## config.mk

```make
export PLATFORM = sky130hd
export DESIGN_NAME = cory_sbd_rrarb
export DESIGN_NICKNAME = d
export VERILOG_FILES = /design/src/rtl/cory_sbd_rrarb.sv
export SDC_FILE = /design/constraint.sdc
export NUM_CORES = 1
export LEC_CHECK = 0
export ABC_AREA = 1
export BUFFER_PORTS_ARGS = -buffer_cell sky130_fd_sc_hd__buf_2
export CORE_ASPECT_RATIO = 0.8
export CORE_MARGIN = 1.5
export CORE_UTILIZATION = 50
export DETAILED_ROUTE_END_ITERATION = 7
export PLACE_DENSITY = 0.81
export SETUP_SLACK_MARGIN = 0.3
export SLEW_MARGIN = 20
export SYNTH_ARGS = -nofsm -noshare
export SYNTH_HDL_FRONTEND = slang
export SYNTH_SLANG_ARGS = --single-unit
```

## constraint.sdc

```tcl
create_clock -name clk -period 4.24 [get_ports clk]
set_input_delay 0.424 -clock clk [delete_from_list [all_inputs] [get_ports clk]]
set_output_delay 0.424 -clock clk [all_outputs]
set_load 0.05 [all_outputs]
```

## src/rtl/cory_sbd_rrarb.sv

```systemverilog
// Round-robin arbiter: N start/busy/done requesters share one valid/ready
// downstream channel, one grant per cycle with back-to-back hand-off.
//
// Ports:
//   clk, reset  : rising-edge clock, asynchronous active-high reset
//   i_start[N]  : per-requester start pulse
//   o_busy[N]   : request accepted and not yet handshaken
//   o_done[N]   : one-cycle pulse in the handshake cycle of requester i
//   i_clr_err   : clears all sticky error bits
//   o_err[N]    : sticky, requester restarted while already busy
//   o_v, o_id   : downstream valid and granted index (registered)
//   i_r         : downstream ready
module cory_sbd_rrarb #(
    parameter int N  = 4,
    parameter int IW = 2
) (
    input  logic          clk,
    input  logic          reset,
    input  logic [N-1:0]  i_start,
    output logic [N-1:0]  o_busy,
    output logic [N-1:0]  o_done,
    input  logic          i_clr_err,
    output logic [N-1:0]  o_err,
    output logic          o_v,
    output logic [IW-1:0] o_id,
    input  logic          i_r
);

    typedef enum logic {
        S_IDLE,
        S_GRANT
    } state_t;

    state_t        state_q, state_d;
    logic [N-1:0]  pend_q, pend_d;
    logic [N-1:0]  err_q, err_d;
    logic          v_q, v_d;
    logic [IW-1:0] id_q, id_d;
    logic [IW-1:0] ptr_q, ptr_d;

    logic          hs;
    logic [N-1:0]  id_oh;
    logic [N-1:0]  done;
    logic [N-1:0]  req;
    logic [IW-1:0] base;
    logic          arb_en;
    logic          found;
    logic [IW-1:0] win;

    localparam logic [N-1:0] ONE = {{(N-1){1'b0}}, 1'b1};

    function automatic logic [IW-1:0] nxt(input logic [IW-1:0] x);
        if (x == IW'(N - 1)) begin
            return '0;
        end
        return x + IW'(1);
    endfunction

    // Rotate the request vector so bit 0 is the base position, then take
    // the first set bit; returns {found, index}.
    function automatic logic [IW:0] pick(
        input logic [N-1:0]  r,
        input logic [IW-1:0] b
    );
        logic [2*N-1:0] dbl;
        logic [N-1:0]   rot;
        logic [IW:0]    sum;
        logic           f;
        logic [IW-1:0]  idx;
        dbl = {r, r} >> b;
        rot = dbl[N-1:0];
        f   = 1'b0;
        idx = '0;
        for (int k = 0; k < N; k++) begin
            if (!f && rot[0]) begin
                f   = 1'b1;
                sum = {1'b0, b} + (IW+1)'(k);
                if (sum >= (IW+1)'(N)) begin
                    sum = sum - (IW+1)'(N);
                end
                idx = sum[IW-1:0];
            end
            rot = rot >> 1;
        end
        return {f, idx};
    endfunction

    always_comb begin
        hs     = v_q & i_r;
        id_oh  = ONE << id_q;
        done   = id_oh & {N{hs}};
        // A start in its own completion cycle re-arms the request.
        pend_d = (pend_q & ~done) | i_start;
        // A fresh error outranks a simultaneous clear.
        err_d  = (i_clr_err ? '0 : err_q) | (i_start & pend_q & ~done);

        state_d = state_q;
        v_d     = v_q;
        id_d    = id_q;
        ptr_d   = ptr_q;
        req     = '0;
        base    = ptr_q;
        arb_en  = 1'b0;

        unique case (state_q)
            S_IDLE: begin
                req    = pend_q;
                base   = ptr_q;
                arb_en = 1'b1;
            end
            S_GRANT: begin
                if (hs) begin
                    // Only the completing requester's restart is visible
                    // now; other new starts wait until pending is set.
                    req    = (pend_q & ~id_oh) | (i_start & id_oh);
                    base   = nxt(id_q);
                    arb_en = 1'b1;
                end
            end
            default: ;
        endcase

        {found, win} = pick(req, base);

        if (arb_en) begin
            if (found) begin
                state_d = S_GRANT;
                v_d     = 1'b1;
                id_d    = win;
                ptr_d   = nxt(win);
            end else begin
                state_d = S_IDLE;
                v_d     = 1'b0;
            end
        end
    end

    always_ff @(posedge clk or posedge reset) begin
        if (reset) begin
            state_q <= S_IDLE;
            pend_q  <= '0;
            err_q   <= '0;
            v_q     <= 1'b0;
            id_q    <= '0;
            ptr_q   <= '0;
        end else begin
            state_q <= state_d;
            pend_q  <= pend_d;
            err_q   <= err_d;
            v_q     <= v_d;
            id_q    <= id_d;
            ptr_q   <= ptr_d;
        end
    end

    assign o_busy = pend_q;
    assign o_done = done;
    assign o_err  = err_q;
    assign o_v    = v_q;
    assign o_id   = id_q;

endmodule

```

==> flow_metrics.py, run 1 <==
metrics = {
    "setup_path": {
        "start_kind": "flop",
        "r2r_cells": 16,
        "path_class": "reg -> reg",
        "cp_data_arrival_time_ps": 2650,
        "cp-startpoint": "o_id[0]",
        "worstPathMaxFanout": 7,
        "rr_startpoint": "o_id[0]",
        "cp-end-kind": "flop",
        "crit_path_end": "ptr_q[1]",
        "worstReg2RegEnd": "ptr_q[1]",
        "r2r_setup_slack_ps": 1760,
        "cp.required_ps": 4410,
    },
    "global_routing": {
        "grt.total_usage_pct": 24.6,
        "grt_pass1_wl_microns": 4780,
        "first_global_vias": 1104,
        "grt.overflow.total": 0,
        "antenna_found_initial": 0,
        "grt_max_degree": 18,
    },
    "drt": {
        "drtIter0Drc": 43,
        "wl_microns": 2700,
        "vias": 1168,
        "viasPerCell": 5.31,
        "ant_nets": 0,
        "drc": 0,
        "wl_per_cell_microns": 12.3,
        "dr.pass1.iters": 5,
    },
    "yosys": {
        "avgSynthCellArea_sq_um": 6.56,
        "ys_seq_area_share_pct": 29.2,
        "syn-instance-count": 170,
        "synth.largest_area_cell": "dfrtp_1",
        "synth_edf_count": 0,
        "ys_seq_elements": 13,
        "syn_nets": 183,
        "async_flop_share_pct": 100,
        "synth_top_cell_area_share_pct": 29.2,
        "yosysWarningCount": 0,
        "synth_area_leaders": "dfrtp_1 (29%), nand2_1 (18%), nand3_1 (10%), inv_1 (9.1%), ha_1 (5.6%)",
        "synthFlopType": "dfrtp_1",
        "synth_cell_types": 21,
        "netlist_area_sq_um": 1110,
    },
    "clock_tree": {
        "cts_buffers": 3,
        "clock_latency_ps": 280,
        "cts_resized": 0,
        "path_clk_slew_ps": 80,
        "cts_tree": "built",
        "clk_path_buf_depth": 2,
        "cts_setup_buffers": 0,
        "ctsRootBufferMaster": "clkbuf_4",
        "cts_hold_buf": 0,
        "clkSinkCount": 13,
        "cts_max_level": 1,
    },
    "final_layout": {
        "layout_commonest_cell": "nand2_1",
        "n_antenna_cell": 0,
        "final_util_pct": 59.4,
        "final_area_sq_um": 1270,
        "layout_common_cells": "nand2_1 (54), inv_1 (27), nand3_1 (23), buf_2 (22), dfrtp_1 (13)",
        "fill_cells": 207,
        "drive_above_1_share_pct": 23.1,
        "nets": 209,
        "area_growth_pct": 14.0,
    },
    "sta": {
        "skew_ps": 2.68,
        "hold_viol": 0,
        "fin_tns_setup_ps": 0,
        "layout_min_cycle_time_ps": 2480,
        "setup_viol": 0,
        "fin_crit_sh_pct": 58.4,
        "final-max-slew-violation-count": 0,
        "rsz0062_at_grt": "false",
        "worstMarginPinSlew_ps": 509,
        "fin_hold_ws_ps": 164,
        "relSlewSlack_pct": 66.0,
        "fmax_mhz": 404,
    },
    "place": {
        "globalplace.congestion": 0.910,
        "io_buffers": 22,
        "place_hpwl_microns": 2260,
        "placed_area_sq_um": 1240,
    },
    "min_path": {
        "hold_class": "in -> async",
    },
    "floorplan": {
        "dieArea_sq_um": 2520,
        "ios": 23,
        "num_rows": 15,
        "core-area_sq_um": 2140,
        "die_h_microns": 45.2,
        "start_util_pct": 52.1,
        "die_x_microns": 55.8,
    },
    "run": {
        "drv_cap": 0,
    },
    "outcome": {
        "status": "finished, final reports clean",
    },
}
[registers in the layout (all words and copies together), names as in the netlist]
register and flops:
o_id 2, o_v 1, o_busy 4, ptr_q 2
o_err 4
[synthesized netlist by cell type (2+ instances only)]
cell / count
o22ai_1: 5
nand2_2: 5
nand3_2: 3
dfrtp_1: 13
nor2_2: 5
nor2_4: 3
ha_1: 5
nand2_1: 54
nand3_1: 23
a21oi_1: 2
o21ai_0: 5
nor2_1: 12
inv_1: 27
[per-layer routing]
| metal | GRT usage [%] | up-vias | wire, microns |
|---|---|---|---|
| li1 | - | 587 | - |
| met2 | 45.5 | 49 | 1340 |
| met3 | 6.59 | 2 | 192 |
| met1 | 29.7 | 530 | 1160 |
| met4 | 4.39 | 0 | 7 |
| met5 | 0 | - | 0 |
[critical path: stages (launching register included)]
cell and delay (ps):
dfrtp_1 410, inv_1 100, ha_1 280, inv_1 60, o21ai_2 310, nor2_1 130
nand2_1 90, nand2_1 80, nor2_4 140, nor2_4 50, nand3_1 60, inv_1 50
nor2_2 120, nand2_1 70, ha_1 290, nand2_1 60, o21ai_1 60
[stage by stage]
| step | setup WS (ps) | std cells |
|---|---|---|
| after global routing | 1550 | 220 |
| after global placement | 1860 | 216 |
| after CTS | 1770 | 220 |
| final | 1760 | 220 |
| after detailed placement | 1790 | 216 |
| after floorplan | 1690 | 170 |
[area by class of cell]
cell class / instances / area (sq um) / area share (%)
Multi-Input combinational cell: 128 / 673 / 53.0
Sequential cell: 13 / 325 / 25.6
Timing Repair Buffer: 22 / 110 / 8.66
Inverter: 28 / 105 / 8.27
Tap cell: 25 / 31.3 / 2.46
Clock buffer: 4 / 26.3 / 2.07
[cell families (layout without fill, tap and decap cells)]
kind of cell / count (synthesis) / after routing / synth area share, %
simple gates: 107 / 107 / 45.5
buf+inv: 29 / 54 / 10.4
compound gates: 16 / 16 / 9.32
flops: 13 / 13 / 29.2
fa+ha+maj: 5 / 5 / 5.61
[worst min path at each step]
stage / start / endpoint / slack [ps] / cells past startpoint
2_1_floorplan: reset / o_busy[0] / 300 / 1
3_3_place_gp: reset / o_v / 460 / 2
3_5_place_dp: reset / o_id[0] / 480 / 2
4_1_cts: reset / o_id[0] / 180 / 2
5_1_grt: reset / o_id[0] / 210 / 2
6_report: reset / o_busy[0] / 160 / 2
Power of run 1 is not shown: default switching activity piles up to over one toggle a cycle in this logic, so the estimate is an artifact.
==> inputs of run 2 (changes only) <==
Settings changed: ABC_AREA 1 to 0, PLACE_DENSITY 0.81 to 0.83.
Clock period 4.24 ns to 2.3 ns, I/O delays scaled along.
==> flow_metrics.py, run 2 <==
metrics = {
    "yosys": {
        "syn_nets": 104,
        "ys_seq_area_share_pct": 37.7,
        "netlist_area_sq_um": 863,
        "synth_mux_area_share_pct": 4.20,
        "ys_seq_elements": 13,
        "synthAdderAreaFrac_pct": 7.25,
        "synthTopCellsByCount": "inv_1 (15), dfrtp_1 (13), nand2_1 (8), a21o_1 (6), nand3_1 (6)",
        "synth_compound_area_share_pct": 21.3,
        "async_flop_share_pct": 100,
        "synth.largest_area_cell": "dfrtp_1",
        "synth_area_leaders": "dfrtp_1 (38%), ha_1 (7.2%), inv_1 (6.5%), a21o_1 (5.2%), nand3_1 (3.5%)",
        "synth_top_family_by_area": "compound AO/OA/AOI/OAI gates",
        "synthXorXnorAreaFrac_pct": 0,
        "yosysWarningCount": 0,
        "synth_edf_count": 0,
        "syn-instance-count": 91,
        "synthFlopType": "dfrtp_1",
        "synth_top_cell_area_share_pct": 37.7,
        "synthSimpleGateAreaFrac_pct": 19.6,
        "avgSynthCellArea_sq_um": 9.49,
        "synth_cell_types": 34,
        "post-synth-top-count-cell": "inv_1",
    },
    "final_layout": {
        "n_antenna_cell": 0,
        "area_growth_pct": 40.6,
        "drive_above_1_share_pct": 51.2,
        "fill_cells": 106,
        "layout_commonest_cell": "buf_2",
        "layout_common_cells": "buf_2 (22), inv_1 (13), dfrtp_1 (10), buf_4 (10), nand2_1 (8)",
        "nets": 141,
    },
    "drt": {
        "wl_per_cell_microns": 15.8,
        "drtIter0Drc": 20,
        "dr.pass1.iters": 4,
        "ant_nets": 0,
        "viasPerCell": 5.56,
        "wl_microns": 2350,
        "drc": 0,
        "vias": 829,
    },
    "floorplan": {
        "dieArea_sq_um": 1990,
        "num_rows": 13,
        "die_x_microns": 49.5,
        "start_util_pct": 53.1,
        "core-area_sq_um": 1630,
        "die_h_microns": 40.2,
        "ios": 23,
    },
    "sta": {
        "layout_min_cycle_time_ps": 2160,
        "skew_ps": 9.15,
        "worstMarginPinSlew_ps": 530,
        "relSlewSlack_pct": 64.6,
        "fmax_mhz": 463,
        "rsz0062_at_grt": "true",
        "final-max-slew-violation-count": 0,
        "fin_crit_sh_pct": 93.9,
        "hold_viol": 0,
        "setup_viol": 0,
        "fin_tns_setup_ps": 0,
    },
    "global_routing": {
        "grt.total_usage_pct": 25.6,
        "grt_pass1_wl_microns": 3640,
        "antenna_found_initial": 0,
        "grt_max_degree": 14,
        "first_global_vias": 774,
        "grt.overflow.total": 0,
    },
    "pwr": {
        "powerDensity_nw_per_um2": 1680,
        "ir_drop_uv": 1020,
        "p_sw_share_pct": 50.0,
        "p_leak_nw": 0.618,
        "clkPwrFrac_pct": 7.0,
        "pwr-share-comb_pct": 73.6,
        "power_frac_seq_pct": 19.5,
        "cell_internal_pwr_mw": 1.02,
        "power_mw": 2.03,
        "p_sw_mw": 1.02,
    },
    "clock_tree": {
        "clk_path_buf_depth": 2,
        "ctsRootBufferMaster": "clkbuf_4",
        "clock_latency_ps": 270,
        "path_clk_slew_ps": 90,
        "cts_max_level": 1,
        "cts_buffers": 3,
        "cts_tree": "built",
        "clkSinkCount": 13,
    },
    "place": {
        "place_hpwl_microns": 1510,
        "globalplace.congestion": 0.872,
        "io_buffers": 22,
    },
    "outcome": {
        "status": "finished, final reports clean",
    },
    "setup_path": {
        "worstPathMaxFanout": 5,
        "cp.required_ps": 2460,
        "crit_top_cell": "mux2_4",
        "cp.buffers_inverters": 2,
        "cp_data_arrival_time_ps": 2320,
        "cp-end-kind": "flop",
        "cp_cell_sequence": "buf_6 -> buf_4 -> nor2_1 -> mux2_4 -> and3b_1 -> o21ai_1 -> and3_1 -> ha_1 -> mux2_4",
        "rr_startpoint": "o_id[0]",
        "path_class": "reg -> reg",
        "cp-startpoint": "o_id[0]",
        "start_kind": "flop",
        "cp_top_family": "multiplexers",
        "max_stage_delay_ps": 450,
        "critical_path.slowest_cell": "dfrtp_2",
    },
    "min_path": {
        "worstHoldStart": "i_start[1]",
        "hold_class": "in -> reg",
    },
    "run": {
        "drv_cap": 0,
    },
}
run 2: cell types whose count changed in the layout (fill, tap and decap cells not counted), moves of 4 or more:
cell	change
nand2_1	-46
ha_1	-4
nand2_2	-4
a21o_1	+6
nor2_1	-10
o22ai_1	-5
buf_4	+10
nor2_2	-5
nand3_1	-19
inv_1	-14
run 2: kinds of logic after synthesis:
logic type,Yosys count
buf+inv,18
fa+ha+maj,5
simple gates,29
flops,13
compound gates,23
mux,3
run 2: area by class of cell:
class	instances	area (sq um)	area share, %
Multi-Input combinational cell	60	551	45.4
Sequential cell	13	329	27.1
Timing Repair Buffer	35	218	17.9
Inverter	15	61.3	5.05
Tap cell	22	27.5	2.27
Clock buffer	3	22.5	1.86
Clock inverter	1	5.00	0.412
run 2: per-stage QoR:
step	std cells	instance area [sq um]	hold slack, ps	setup WS [ps]	utilization [%]
6_report	149	1210	173	140	74.6
5_1_grt	149	1210	179	98.6	74.6
4_1_cts	148	1170	162	230	71.8
3_5_place_dp	132	978	289	30.1	60.2
3_3_place_gp	132	978	278	123	60.2
2_1_floorplan	91	871	107	8.43	-
run 2: path summary, 6_finish.rpt:
kind                              to  slack (ps)  cells past startpoint
max                         ptr_q[1]         140                      9
min                        o_busy[1]         170                      2
max reg2reg                 ptr_q[1]         140                      9
min reg2reg                 ptr_q[0]         520                      1
max in group asynchronous    o_id[1]        1380                      3
min in group asynchronous  o_busy[3]         520                      3
run 2: metal layers:
layer	track usage (%)	up-vias	wire, microns
li1	-	390	-
met3	2.24	6	126
met5	0	-	0
met4	12.5	0	55
met1	31.3	397	1010
met2	47.6	36	1170
run 2: worst reg2reg max path: cells and delay by family (launching register included):
kind | cells | cell delay [ps]
muxes | 2 | 470
buffers and inverters | 2 | 260
adders and majority gates | 1 | 230
and+or+nand+nor | 3 | 460
AOI/OAI and AO/OA | 1 | 170
DFF | 1 | 450
run 2: timing repair:
| action | CTS | global route |
|---|---|---|
| hold buffers | 1 | 0 |
| setup endpoints to repair | 2 | 3 |
| buffers inserted | 11 | 1 |
| pin swaps | 10 | 5 |
| resized for setup | 17 | 7 |
| endpoints found under the hold margin | 13 | 0 |
| gates cloned | 0 | 0 |
run 2: power groups by stage:
| stage | clock [mW] | sequential (mW) | combinational [mW] |
|---|---|---|---|
| final | 0.141 | 0.396 | 1.50 |
| after global routing | 0.152 | 0.407 | 1.59 |
| after CTS | 0.148 | 0.385 | 1.38 |
| after detailed placement | 0 | 0.402 | 1.10 |
| after global placement | 0 | 0.394 | 1.08 |
| after floorplan | 0 | 0.594 | 0.701 |
Note: power is estimated with default switching activity, not from simulation.
==> inputs of run 3 (changes only) <==
Settings changed: PLACE_DENSITY 0.83 to 0.78.
==> flow_metrics.py, run 3 (synthesis gave the netlist of run 2 again) <==
metrics = {
    "outcome": {
        "status": "finished, final reports clean",
    },
    "sta": {
        "hold_viol": 0,
        "worstMarginPinSlew_ps": 533,
        "fin_crit_sh_pct": 93.7,
        "relSlewSlack_pct": 64.4,
        "fmax_mhz": 464,
        "layout_min_cycle_time_ps": 2150,
        "fin_hold_ws_ps": 150,
        "setup_viol": 0,
        "final-max-slew-violation-count": 0,
        "fin_tns_setup_ps": 0,
        "rsz0062_at_grt": "true",
        "skew_ps": 10.2,
    },
    "setup_path": {
        "critical_path.slowest_cell": "dfrtp_2",
        "cp-startpoint": "o_id[1]",
        "cp_cell_sequence": "buf_6 -> ha_4 -> nand4_1 -> nand3_2 -> nor3b_2 -> o21ai_2 -> and3_1 -> ha_1 -> mux2_4",
        "cp_data_arrival_time_ps": 2340,
        "r2r_setup_slack_ps": 150,
        "crit_path_end": "ptr_q[1]",
        "cp.required_ps": 2480,
        "cp-end-kind": "flop",
        "worstPathMaxFanout": 4,
        "start_kind": "flop",
        "max_stage_delay_ps": 430,
        "worstReg2RegEnd": "ptr_q[1]",
        "r2r_cells": 9,
        "rr_startpoint": "o_id[1]",
        "path_class": "reg -> reg",
    },
    "final_layout": {
        "layout_common_cells": "buf_2 (22), inv_1 (13), dfrtp_1 (10), buf_4 (10), nand2_1 (8)",
        "area_growth_pct": 40.0,
        "nets": 141,
        "final_area_sq_um": 1210,
        "fin_cells": 149,
        "n_antenna_cell": 0,
        "layout_commonest_cell": "buf_2",
        "drive_above_1_share_pct": 50.4,
        "fill_cells": 119,
    },
    "global_routing": {
        "antenna_found_initial": 0,
        "grt_pass1_wl_microns": 3600,
        "first_global_vias": 789,
        "grt_max_degree": 14,
        "grt.total_usage_pct": 25.7,
        "grt.overflow.total": 0,
    },
    "floorplan": {
        "dieArea_sq_um": 1990,
        "num_rows": 13,
        "ios": 23,
        "die_h_microns": 40.2,
        "die_x_microns": 49.5,
        "core-area_sq_um": 1630,
        "start_util_pct": 53.1,
    },
    "min_path": {
        "hold_class": "in -> reg",
    },
    "drt": {
        "dr.pass1.iters": 4,
        "ant_nets": 0,
        "wl_microns": 2350,
        "drtIter0Drc": 38,
        "viasPerCell": 5.67,
        "vias": 845,
        "drc": 0,
        "wl_per_cell_microns": 15.8,
    },
    "clock_tree": {
        "clkSinkCount": 13,
        "cts_buffers": 3,
        "clock_latency_ps": 290,
        "path_clk_slew_ps": 90,
        "clk_path_buf_depth": 2,
        "cts_max_level": 1,
        "cts_tree": "built",
        "ctsRootBufferMaster": "clkbuf_4",
    },
    "pwr": {
        "ir_drop_uv": 1110,
        "power_mw": 2.05,
        "p_leak_nw": 0.609,
        "powerDensity_nw_per_um2": 1700,
    },
    "place": {
        "dp_cells": 133,
        "place_hpwl_microns": 1490,
        "globalplace.congestion": 0.857,
        "io_buffers": 22,
        "placed_area_sq_um": 986,
    },
    "run": {
        "drv_cap": 0,
    },
}
==> run 3: what timing repair did <==
item | CTS | global route
buffers inserted | 10 | 1
setup endpoints to repair | 2 | 3
pin swaps | 7 | 5
gates resized for setup | 21 | 1
hold endpoints to repair | 13 | 0
hold buffers | 1 | 0
==> run 3: metrics by stage <==
step	setup WS, ps	utilization (%)
after floorplan	8.43	-
after global placement	154	60.6
after detailed placement	77.2	60.6
after CTS	207	73.4
after global routing	82.3	74.3
final	146	74.3
==> run 3: worst min-delay path by stage <==
stage | startpoint | end | slack (ps) | cells after the start
floorplan | reset | o_busy[0] | 110 | 1
global placement | reset | o_err[3] | 280 | 2
detailed placement | reset | o_err[3] | 280 | 2
CTS | i_start[2] | o_busy[2] | 150 | 2
global route | i_start[1] | o_busy[1] | 160 | 2
finish | i_start[1] | o_busy[1] | 150 | 2
==> run 3: per-layer routing <==
| metal | global-route usage, % | wire [microns] |
|---|---|---|
| met1 | 30.5 | 947 |
| met2 | 46.3 | 1160 |
| met3 | 6.34 | 150 |
| met4 | 11.8 | 89 |
| met5 | 0 | 0 |
==> run 3: cell type report <==
cell class,instances,area (sq um),share of cell area [%]
repair buffers,35,218,18.0
clock buffers,4,26.3,2.17
flip-flops and latches,13,329,27.2
inverters,15,56.3,4.66
well taps,22,27.5,2.28
multi-input cells,60,552,45.7
==> run 3: report_power, final <==
group | internal [mW] | switching (mW)
Combinational | 0.652 | 0.864
Sequential | 0.319 | 0.0646
Clock | 0.0675 | 0.0820
==> run 3: critical path: cells and delay by family (launching register included) <==
family	cells	cell delay, ps
AND/OR/NAND/NOR	4	700
adder cells (fa/ha/maj)	2	450
multiplexers	1	260
buffers and inverters	1	130
AO/OA/AOI/OAI	1	80
flip-flops	1	430
